### config.mk
export PLATFORM = sky130hd
export DESIGN_NAME = control_register_bank
export DESIGN_NICKNAME = d
export VERILOG_FILES = /design/src/rtl/control_register_bank.sv
export SDC_FILE = /design/constraint.sdc
export NUM_CORES = 1
export LEC_CHECK = 0
export ABC_AREA = 1
export CAP_MARGIN = 20
export CORE_ASPECT_RATIO = 0.9
export CORE_MARGIN = 1
export CORE_UTILIZATION = 33
export DETAILED_ROUTE_END_ITERATION = 16
export HOLD_SLACK_MARGIN = 0.03
export PLACE_DENSITY_LB_ADDON = 0.05
export SETUP_SLACK_MARGIN = 0.02
export SLEW_MARGIN = 20
export SYNTH_ARGS = -nofsm -noshare
export SYNTH_HDL_FRONTEND = slang
export SYNTH_SLANG_ARGS = --single-unit
### constraint.sdc
create_clock -name CLK -period 2 [get_ports CLK]
set_clock_uncertainty 0.2 [all_clocks]
set_input_delay 0.3 -clock CLK [delete_from_list [all_inputs] [get_ports CLK]]
set_output_delay 0.3 -clock CLK [all_outputs]
set_load 0.03 [all_outputs]
### src/rtl/control_register_bank.sv
// Framed control-register writer: parses H1 H2 H3 ADDR DATA CHK from the receiver byte
// stream and updates one of N_REGS 8-bit registers, reporting checksum/address/timeout errors.
module control_register_bank #(
  parameter int         N_REGS         = 4,
  parameter logic [7:0] HDR_BYTE1      = 8'h5A,
  parameter logic [7:0] HDR_BYTE2      = 8'hC3,
  parameter logic [7:0] HDR_BYTE3      = 8'h7E,
  parameter logic [7:0] REG_RESET      = 8'h00,
  parameter int         TIMEOUT_CYCLES = 1000
) (
  input  logic                  CLK,
  input  logic                  RST,
  input  logic                  TRANSFER_IN_RECEIVED,
  input  logic [7:0]            TRANSFER_IN_BYTE,
  output logic [8*N_REGS-1:0]   CONTROL_REGS,
  output logic                  REG_UPDATE,
  output logic [7:0]            UPDATE_ADDR,
  output logic                  FRAME_ERROR,
  output logic [7:0]            ERROR_COUNT
);

  localparam int CW = (TIMEOUT_CYCLES > 0) ? $clog2(TIMEOUT_CYCLES + 1) : 1;

  typedef enum logic [2:0] {S_IDLE, S_HDR1, S_HDR2, S_ADDR, S_DATA, S_CHK} state_t;

  state_t                   state_q, state_d;
  logic                     rcv_q;
  logic [7:0]               addr_q, addr_d, data_q, data_d;
  logic [CW-1:0]            cnt_q, cnt_d;
  logic [N_REGS-1:0][7:0]   regs_q, regs_d;
  logic                     upd_q, upd_d, err_q, err_d;
  logic [7:0]               uaddr_q, uaddr_d, ecnt_q, ecnt_d;
  logic                     accept, timeout, addr_ok;

  assign accept  = TRANSFER_IN_RECEIVED & ~rcv_q;
  assign timeout = (TIMEOUT_CYCLES != 0) && (state_q != S_IDLE) && (cnt_q == CW'(TIMEOUT_CYCLES));
  assign addr_ok = (32'(addr_q) < N_REGS);

  always_comb begin
    state_d = state_q;
    addr_d  = addr_q;
    data_d  = data_q;
    regs_d  = regs_q;
    uaddr_d = uaddr_q;
    upd_d   = 1'b0;
    err_d   = 1'b0;
    // Timeout takes priority: a byte landing on the expiry edge is dropped.
    if (timeout) begin
      state_d = S_IDLE;
      err_d   = 1'b1;
    end else if (accept) begin
      case (state_q)
        S_IDLE: if (TRANSFER_IN_BYTE == HDR_BYTE1) state_d = S_HDR1;
        S_HDR1: begin
          if (TRANSFER_IN_BYTE == HDR_BYTE2)      state_d = S_HDR2;
          else if (TRANSFER_IN_BYTE == HDR_BYTE1) state_d = S_HDR1;
          else                                    state_d = S_IDLE;
        end
        S_HDR2: begin
          if (TRANSFER_IN_BYTE == HDR_BYTE3)      state_d = S_ADDR;
          else if (TRANSFER_IN_BYTE == HDR_BYTE1) state_d = S_HDR1;
          else                                    state_d = S_IDLE;
        end
        S_ADDR: begin
          addr_d  = TRANSFER_IN_BYTE;
          state_d = S_DATA;
        end
        S_DATA: begin
          data_d  = TRANSFER_IN_BYTE;
          state_d = S_CHK;
        end
        S_CHK: begin
          state_d = S_IDLE;
          if ((TRANSFER_IN_BYTE == (addr_q ^ data_q)) && addr_ok) begin
            for (int k = 0; k < N_REGS; k++)
              if (addr_q == 8'(k)) regs_d[k] = data_q;
            uaddr_d = addr_q;
            upd_d   = 1'b1;
          end else begin
            err_d = 1'b1;
          end
        end
        default: state_d = S_IDLE;
      endcase
    end
  end

  always_comb begin
    cnt_d = cnt_q + 1'b1;
    if (TIMEOUT_CYCLES == 0 || timeout || accept || state_q == S_IDLE) cnt_d = '0;
    ecnt_d = (err_d && ecnt_q != 8'hFF) ? ecnt_q + 8'd1 : ecnt_q;
  end

  always_ff @(posedge CLK or negedge RST) begin
    if (!RST) begin
      state_q <= S_IDLE;
      rcv_q   <= 1'b0;
      addr_q  <= '0;
      data_q  <= '0;
      cnt_q   <= '0;
      regs_q  <= {N_REGS{REG_RESET}};
      upd_q   <= 1'b0;
      err_q   <= 1'b0;
      uaddr_q <= '0;
      ecnt_q  <= '0;
    end else begin
      state_q <= state_d;
      rcv_q   <= TRANSFER_IN_RECEIVED;
      addr_q  <= addr_d;
      data_q  <= data_d;
      cnt_q   <= cnt_d;
      regs_q  <= regs_d;
      upd_q   <= upd_d;
      err_q   <= err_d;
      uaddr_q <= uaddr_d;
      ecnt_q  <= ecnt_d;
    end
  end

  assign CONTROL_REGS = regs_q;
  assign REG_UPDATE   = upd_q;
  assign UPDATE_ADDR  = uaddr_q;
  assign FRAME_ERROR  = err_q;
  assign ERROR_COUNT  = ecnt_q;

endmodule
==> results of run 1 <==
routing by layer:
metal  routed length [µm]  share of wire, %  up-vias  GRT usage (%)
li1                     -                 -     1741              -
met3                  416               4.1        8          4.879
met2                 4613                45       69          29.41
met1                 5045                50     1608          25.31
met4                  110               1.1        0          5.567
met5                    0                 0        -              0
power by group:
group | total [mW] | switching (mW) | internal [mW]
sequential | 1.67 | 0.0194 | 1.65
combinational | 0.363 | 0.206 | 0.157
clock | 1.88 | 0.666 | 1.22
total | 3.91 | 0.891 | 3.02
repair_timing:
| item | CTS | global route |
|---|---|---|
| resized for setup | 9 | 73 |
| buffers inserted | 3 | 4 |
| cloned | 1 | 1 |
| hold buffers | 1 | 0 |
| endpoints found under the setup margin | 32 | 69 |
| pin swaps | 5 | 21 |
| endpoints found under the hold margin | 37 | 0 |
per-stage QoR:
stage                     cell area, µm²  power (mW)  hold slack [ns]  setup slack (ns)
after floorplan                     3706       1.847          -0.1956           0.04771
after global placement              4960       2.047           0.1260           -0.3238
after detailed placement            4960       2.052           0.1297           -0.3587
after CTS                           5355       3.967           0.2221         0.0003855
after global routing                5573       4.086           0.2407          -0.08537
final                               5573       3.909           0.2352           0.02683
registers in the layout (all words and copies together) (netlist names):
register	count
ERROR_COUNT	8
addr_q	8
UPDATE_ADDR	8
state_q	3
data_q	8
rcv_q	1
CONTROL_REGS	32
cnt_q	10
REG_UPDATE	1
FRAME_ERROR	1
path summary, 6_finish.rpt:
| path | startpoint | end | cells after the start |
|---|---|---|---|
| worst max-delay path | TRANSFER_IN_BYTE[7] | CONTROL_REGS[19] | 13 |
| worst min-delay path | TRANSFER_IN_RECEIVED | rcv_q | 1 |
| worst max register to register | addr_q[2] | CONTROL_REGS[19] | 11 |
| worst min register to register | CONTROL_REGS[26] | CONTROL_REGS[26] | 2 |
| max in group asynchronous | RST | UPDATE_ADDR[7] | 3 |
| min in group asynchronous | RST | CONTROL_REGS[28] | 2 |
cell usage in the layout, fill, tap and decap left out, types with 7 or more instances in the layout:
master             n
nand3_1           19
nand4_1           28
inv_1             48
nor2_1            25
clkbuf_16          9
o21ai_1           14
buf_6              8
nand2_1          128
dfrtp_1           80
nor2_2            10
nor3_1             7
nand2_2           19
o21ai_0           23
buf_4             61
clkdlybuf4s50_1   51
critical path, cell delays in order:
cell and delay [ns]:
clkdlybuf4s50_1 0.50, inv_1 0.07, nand2_1 0.06, nand2_1 0.06
nor2_1 0.10, nand2_1 0.05, nor2_1 0.11, nand2_2 0.10
nor2_4 0.23, nand4_1 0.14, buf_6 0.17, nand2_2 0.06
nand2_2 0.05
logic make-up after synthesis:
kind of cell	share of synthesized area [%]
AOI/OAI and AO/OA	6.584
xor gates and xnor gates	1.418
adders and majority gates	1.013
buffers and inverters	6.279
DFF	54.02
and+or+nand+nor	30.69
layout make-up:
cell class	count	area (µm²)	share of cell area (%)
clock buffer	10	229.0	4.109
multi-input combinational	312	1642	29.46
tap	152	190.2	3.413
sequential	80	2002	35.92
clock inverter	6	107.6	1.931
timing repair buffer	131	1197	21.49
inverter	54	205.2	3.682
==> metrics.cfg, run 1 <==
[clock_tree]
path_clk_slew_ns=0.06
clk_path_buf_depth=2
cts_tree=built
cts_max_level=3
cts.sinks=80
numCtsBuffers=9
clkLatencyLatePin_ns=0.34
cts_root_buf=clkbuf_16

[setup_path]
endpoint_kind=flop
required_ns=2.03
start_kind=input port
crit_type=input port to flop
cp_max_fo=8
ff2ff_setup_slack_ns=0.04
critPathArrivalTime_ns=2.01

[routing]
dr.pass1.iters=4
vias_per_cell=4.599
detail_route.wl_per_cell_um=13.67
route.final.wire_length_um=10190
drc=0
drtIter0Drc=198
postRouteAntennaNets=0
vias=3426

[sta]
fin_tns_setup_ns=0
layout_min_cycle_time_ns=1.973
rsz0062_at_grt=yes
fmax_mhz=506.8
hold_viol=0
period_share_pct=98.66
slew_viol_final=0
max_slew_margin_pct=62.54
setup_viol=0
tightest_slew_ns=0.5619

[synthesis]
ys.warnings.count=0
synth_edf_count=0
syn-instance-count=451
ys_types=29
yosys-top-cells-count=nand2_1 (147), dfrtp_1 (80), inv_1 (51)
syn-num-nets=465
async_flop_share_pct=100.0
yosysSeqAreaShare_pct=54.02
synth_ff_type=dfrtp_1
synth_top_area_cell=dfrtp_1
syn_area_per_cell_um2=8.217
yosysTopAreaCellShare_pct=54.02
synth.top_cells.by_area=dfrtp_1 (54%), nand2_1 (15%), inv_1 (5.2%), o21ai_0 (5.0%), nand4_1 (4.7%)
synth-seq-cells=80
syn_area_um2=3706
synth.most_common_cell=nand2_1

[cells_and_area]
syn2layout_area_growth_pct=50.37
fin_nets=602
post-route-util_pct=51.12
layout-drive-gt1-share_pct=23.78
fill_cells=1085
instances_no_fill=745
n_antenna_cell=0

[job]
cap_violations=0

[die]
start_util_pct=34.00
std_cell_rows=36
io_pins=61
dieArea_um2=11660
core_area_um2=10900
dieHeight_um=102.5
die_w_um=113.7

[grt]
grt_max_degree=41
grt.total_usage_pct=18.63
grt_overflow=0
grt_pass1_vias=3275
antenna_found_initial=0
grt_pass1_wl_um=16420

[outcome]
outcome=finished, final reports clean

[power]
powerDensity_nw_per_um2=701.5
p_leak_nw=2.820
ir_worst_vdd_mv=0.5110

[placed_design]
port_buffers=60
dpl.hpwl_um=7292
dp_cells=719
gp_congestion=0.8198

[hold_path]
hold_class=input port to flop

No activity file was read; power rests on OpenSTA's default activity.
==> inputs of run 2 (changes only) <==
- ABC_CLOCK_PERIOD_IN_PS: not set -> 2000
==> results of run 2 <==
The final DEF is identical to that of run 1; final timing and power are the same.
